`config.mk`:
```
export PLATFORM = sky130hd
export DESIGN_NAME = rom_arb
export DESIGN_NICKNAME = d
export VERILOG_FILES = /design/src/rtl/rom_arb.sv
export SDC_FILE = /design/constraint.sdc
export NUM_CORES = 1
export LEC_CHECK = 0
export ABC_AREA = 1
export CAP_MARGIN = 20
export CORE_ASPECT_RATIO = 1.4
export CORE_MARGIN = 10
export CORE_UTILIZATION = 31
export CTS_CLUSTER_DIAMETER = 100
export DETAILED_ROUTE_END_ITERATION = 8
export PLACE_DENSITY = 0.81
export SYNTH_ARGS = -nofsm -noshare
export SYNTH_HDL_FRONTEND = slang
export SYNTH_SLANG_ARGS = --single-unit
export TNS_END_PERCENT = 50
```
`constraint.sdc`:
```
create_clock -name clk -period 1 [get_ports clk]
set_input_delay 0.1 -clock clk [delete_from_list [all_inputs] [get_ports clk]]
set_output_delay 0.1 -clock clk [all_outputs]
set_load 0.01 [all_outputs]
```
`src/rtl/rom_arb.sv`:
```
// Two-requester round-robin arbiter in front of a shared combinational-read ROM.
// One transaction in flight: a request is granted in IDLE, its data is held in RESP until the owner takes it.
module rom_arb #(
  parameter int AW = 10,
  parameter int DW = 32
) (
  input  logic          clk,
  input  logic          rst,

  input  logic          m0_req_valid,
  output logic          m0_req_ready,
  input  logic [AW-1:0] m0_req_addr,
  output logic          m0_rsp_valid,
  input  logic          m0_rsp_ready,
  output logic [DW-1:0] m0_rsp_data,

  input  logic          m1_req_valid,
  output logic          m1_req_ready,
  input  logic [AW-1:0] m1_req_addr,
  output logic          m1_rsp_valid,
  input  logic          m1_rsp_ready,
  output logic [DW-1:0] m1_rsp_data,

  output logic [AW-1:0] rom_raddr,
  input  logic [DW-1:0] rom_rdata
);

  typedef enum logic {S_IDLE, S_RESP} state_t;

  state_t        r_state;
  logic          r_last_grant;   // 0 = m0, 1 = m1
  logic          r_owner;
  logic          r_m0_rsp_valid;
  logic          r_m1_rsp_valid;
  logic [DW-1:0] r_rsp_data;

  logic w_idle;
  logic w_gnt0;
  logic w_gnt1;
  logic w_rsp_done;

  // Grants are gated by rst so nothing can be accepted during a reset cycle.
  assign w_idle     = !rst && (r_state == S_IDLE);
  assign w_gnt0     = w_idle && m0_req_valid && (!m1_req_valid || r_last_grant);
  assign w_gnt1     = w_idle && m1_req_valid && !w_gnt0;
  assign w_rsp_done = r_owner ? m1_rsp_ready : m0_rsp_ready;

  assign m0_req_ready = w_gnt0;
  assign m1_req_ready = w_gnt1;

  // NOTE: the default assignment first keeps every path driven, so no latch is inferred.
  always_comb begin
    rom_raddr = '0;
    if (w_gnt0)      rom_raddr = m0_req_addr;
    else if (w_gnt1) rom_raddr = m1_req_addr;
  end

  // NOTE: state uses non-blocking assignments so all registers update together at the edge.
  always_ff @(posedge clk) begin
    if (rst) begin
      r_state        <= S_IDLE;
      r_last_grant   <= 1'b1;
      r_owner        <= 1'b0;
      r_m0_rsp_valid <= 1'b0;
      r_m1_rsp_valid <= 1'b0;
      r_rsp_data     <= '0;
    end else begin
      case (r_state)
        S_IDLE: begin
          if (w_gnt0 || w_gnt1) begin
            r_rsp_data     <= rom_rdata;
            r_owner        <= w_gnt1;
            r_last_grant   <= w_gnt1;
            r_m0_rsp_valid <= w_gnt0;
            r_m1_rsp_valid <= w_gnt1;
            r_state        <= S_RESP;
          end
        end
        S_RESP: begin
          if (w_rsp_done) begin
            r_m0_rsp_valid <= 1'b0;
            r_m1_rsp_valid <= 1'b0;
            r_state        <= S_IDLE;
          end
        end
        default: r_state <= S_IDLE;
      endcase
    end
  end

  assign m0_rsp_valid = r_m0_rsp_valid;
  assign m1_rsp_valid = r_m1_rsp_valid;
  assign m0_rsp_data  = r_rsp_data;
  assign m1_rsp_data  = r_rsp_data;

endmodule

```
## Yosys cells after proc, flatten, opt, wreduce, memory -nomap -nowiden

Cells that the tools add are included.

- Output and inout bits: 78
- Input bits: 58
- Bits in registers: 37
- Logic and storage cells: 32

- Bitwise operators: 1
- Reductions and logical operators: 12
- Muxes and demuxes: 11
- Equal/unequal tests: 2

Operator list:

| kind | number |
|---|---|
| $mux 10 | 2 |
| $mux 1 | 6 |
| $pmux 1 s2 | 3 |
| $logic_and 1x1->1 | 5 |
| $ne 2x1->1 const B | 2 |
| $reduce_and 2->1 | 2 |
| $logic_not 1->1 | 3 |
| $logic_or 1x1->1 | 2 |
| $not 1->1 | 1 |

## Depth between registers and ports, before layout

- Depth in word-level cells: 9
- Gate-level depth with buffers: 8
- Mapped depth without buffers: 7

## Worst setup path after synthesis

OpenSTA, ideal clock, no wires.

- Kind: register -> output
- From: register r_state
- To: output port rom_raddr[0]
- Slack: -0.076 ns
- Arrival time: 0.976 ns
- Cell stages (with the launch flop): 8
- Cell sequence: dfxtp_1 > nor2_4 > nand3_2 > nand2_1 > inv_1 > buf_6 > nand2_1 > nand2_1

- Cells in the longest elaborated chain, start to end: 8
- Elaborated cells on any way between the ends: 9

Ends and longest elaborated chain:

| item | RTL line | source |
|---|---|---|
| start, declared | 30 | `state_t r_state;` |
| start signal, assigned | 61 | `r_state <= S_IDLE;` |
| start signal, assigned | 76 | `r_state <= S_RESP;` |
| start signal, assigned | 83 | `r_state <= S_IDLE;` |
| $not 1->1 (no line) * | -- |  |
| $logic_and 1x1->1 * | 43 | `assign w_idle = !rst && (r_state == S_IDLE);` |
| $logic_and 1x1->1 (2 in a row) | 44 | `assign w_gnt0 = w_idle && m0_req_valid && (!m1_req_valid \|\| r_last_grant);` |
| $logic_not 1->1 | 45 | `assign w_gnt1 = w_idle && m1_req_valid && !w_gnt0;` |
| $logic_and 1x1->1 * | 45 |  |
| named net m1_req_ready | 18 | `output logic m1_req_ready,` |
| $mux 10 * | 55 | `else if (w_gnt1) rom_raddr = m1_req_addr;` |
| $mux 10 * | 54 | `if (w_gnt0) rom_raddr = m0_req_addr;` |
| end, declared | 24 | `output logic [AW-1:0] rom_raddr,` |

The timed path passes the listed nets; every way through them passes the cells marked *.

## Final worst setup path

- From: register r_state
- To: output port rom_raddr[9]

- Cells in the longest elaborated chain, start to end: 8
- Elaborated cells on any way between the ends: 9

Ends and longest elaborated chain:

| item | RTL line |
|---|---|
| $not 1->1 (no line) * | -- |
| $logic_and 1x1->1 * | 43 |
| $logic_and 1x1->1 (2 in a row) | 44 |
| $logic_not 1->1 | 45 |
| $logic_and 1x1->1 | 45 |
| $mux 10 | 55 |
| $mux 10 * | 54 |

Every way passes the cells marked *; elsewhere a longest branch is shown, timed or not.

==> reports/results.ini <==
[outcome]
outcome=finished, violations left
violations=setup timing

[global_route]
grt_antenna_before_repair=0
grt_pass1_vias=1828
grt_max_degree=42
track_usage_pct=12.3
grt_overflow=0
grt_pass1_wl_mm=9.35

[synth]
synth_top_area_share_pct=41.0
synth.distinct_cells=16
synth-seq-cells=37
ys_seq_area_share_pct=41.0
synth_area_um2=1810
yosysWarnings=0
synthCells=234
synth_area_per_cell_um2=7.72
yosys.area.top_type=dfxtp_1
netlist_top_cells_area=dfxtp_1 41%, buf_4 13%, inv_1 8.1%
synth.net_count=292

[clock_network]
h-tree-depth=2
path_clk_slew_ns=0.08
cts_made_buffers=5
tritoncts=done
clk_latency_ns=0.29
cts.sinks=37
cts_root_buf=clkbuf_8
cts_buffer_depth=2
cts_hold_buffers=0

[worst_setup_path]
start_kind=flip-flop
cp_common_cell=nand2_1
path_delay_family=flip-flops
cpPeakStageDelay_ns=0.38
end_kind=output pin
path_depth=7
worst-r2r-cell-count=8
crit_required_ns=0.90
cp_data_arrival_time_ns=1.32
path_max_fanout=11
crit_buf_inv=3
critical_path_class=reg -> out
crit_path_top_delay_cell=dfxtp_4
crit_chain=nor2_4, nand3_4, inv_2, buf_12, nand2_1, nand2_1, buf_2

[final_layout]
final_layout_size_suffix_gt1_share_pct=57.1
finalNetCount=421
final_core_utilization_pct=64.4
layout_commonest_cell=clkdlybuf4s50_1
area_delta_synth_final_pct=99.8
n_antenna_cell=0
instances_no_fill=432
mostFrequentLayoutCells=54 x clkdlybuf4s50_1, 38 x clkdlybuf4s15_2, 37 x inv_1, 30 x dfxtp_2, 25 x nand2_1

[routing]
first_iter_violations=75
first_pass_iters=4
drc=0
via_count=1945
wl_per_cell_um=16.4
routed_via_density=4.50
totalWireLength_mm=7.08
ant_nets=0

[timing]
slew-limit-headroom_pct=72.7
finClkSkew_ns=0.00855
max_slew.worst_pin.slew_ns=0.408
max_freq_mhz=705
hold_viol_final=0
setup_slack_ns=-0.418
report.final.slew_viol_count=0
fin_crit_sh_pct=142
rsz0062_at_grt=true
setup_violations=49
period_minus_slack_ns=1.42

[run]
maxCapViolCount=0

[floorplan]
rows=32
start_util_pct=32.2
die_x_um=84.5
die-area_um2=9330
core_area_um2=5610
io-pin-count=136
die_y_um=110

[placement]
gp_congestion=0.798
placed_cells=409
io_buffers=135
post-place-ws_ns=-0.855
dpl.hpwl_mm=4.89

[power]
finalPower_uw=4250
peakVddDrop_uv=665
power_leakage_uw=0.00153
power.density_nw_per_um2=1180

[worst_hold_path]
hold_depth=5
hp-class=in -> reg

-- area by class of cell --
| cell class | count | area (µm²) |
|---|---|---|
| Fill cell | 487 | 2000 |
| Tap cell | 68 | 85.1 |
| Clock buffer | 5 | 68.8 |
| Clock inverter | 3 | 17.5 |
| Sequential cell | 37 | 782 |
| Inverter | 39 | 154 |
| Timing Repair Buffer | 165 | 1690 |
| Multi-Input combinational cell | 115 | 817 |
-- where the power goes --
group | switching (µW) | internal, µW
logic | 661 | 845
clock network | 542 | 481
registers | 98.5 | 1620
total | 1300 | 2950
-- logic make-up (layout without fill, tap and decap cells) --
logic type	Yosys count	after routing	share of synthesized area (%)
AND/OR/NAND/NOR	45	45	10.6
flip-flops	37	37	41.0
AO/OA/AOI/OAI	69	70	21.8
buffers and inverters	83	212	26.6
-- layer usage --
layer | routed length (µm) | track usage [%] | share of wire (%) | up-vias
met5 | 0 | 0 | 0 | -
met4 | 152 | 6.01 | 2.1 | 0
met3 | 561 | 5.36 | 7.9 | 10
met2 | 3860 | 21.8 | 54 | 85
met1 | 2510 | 12.0 | 35 | 890
li1 | - | - | - | 960
-- cells in the mapped netlist --
cell type / instances
a21oi_1: 26
a21oi_2: 10
buf_2: 3
buf_4: 32
buf_6: 6
clkbuf_1: 3
dfxtp_1: 37
inv_1: 39
nand2_1: 38
nand3_1: 4
nand3_2: 1
nor2_4: 1
nor3b_1: 1
o21ai_0: 18
o21ai_1: 14
o21ai_4: 1
-- per-stage QoR --
| step | setup TNS, ns | hold slack [ns] | area [µm²] |
|---|---|---|---|
| 2_1_floorplan | -0.658 | 0.162 | 1840 |
| 3_3_place_gp | -24.10 | 0.444 | 3120 |
| 3_5_place_dp | -26.12 | 0.448 | 3120 |
| 4_1_cts | -13.21 | 0.350 | 3330 |
| 5_1_grt | -19.83 | 0.368 | 3610 |
| 6_report | -16.61 | 0.360 | 3610 |
-- flip-flops by register name, summed over array words and instances (netlist names) --
signal	cells
m0_rsp_data	32
m0_rsp_valid	1
m1_rsp_valid	1
r_last_grant	1
r_owner	1
r_state	1
-- final timing paths --
path	from	to	slack (ns)
hold / removal	m0_req_valid	m0_rsp_valid$_SDFFE_PP0P_	0.36
hold reg to reg	m0_rsp_data[10]$_SDFFE_PP0P_	m0_rsp_data[10]$_SDFFE_PP0P_	0.45
setup / recovery	r_state$_SDFF_PP0_	rom_raddr[9]	-0.42
setup reg to reg	r_state$_SDFF_PP0_	r_last_grant$_SDFFE_PP1P_	-0.40
-- tightest hold or removal path: cells and delay by family --
family / cells / cell delay (ns)
compound gates: 1 / 0.04
buf+inv: 3 / 0.35
simple gates: 1 / 0.11
-- repair_timing --
action | CTS | global route
setup buffers | 3 | 3
cloned | 0 | 10
gates resized for setup | 271 | 100
setup endpoints to repair | 115 | 101
pin swaps | 3 | 6
(Power assumes the default switching activity.)
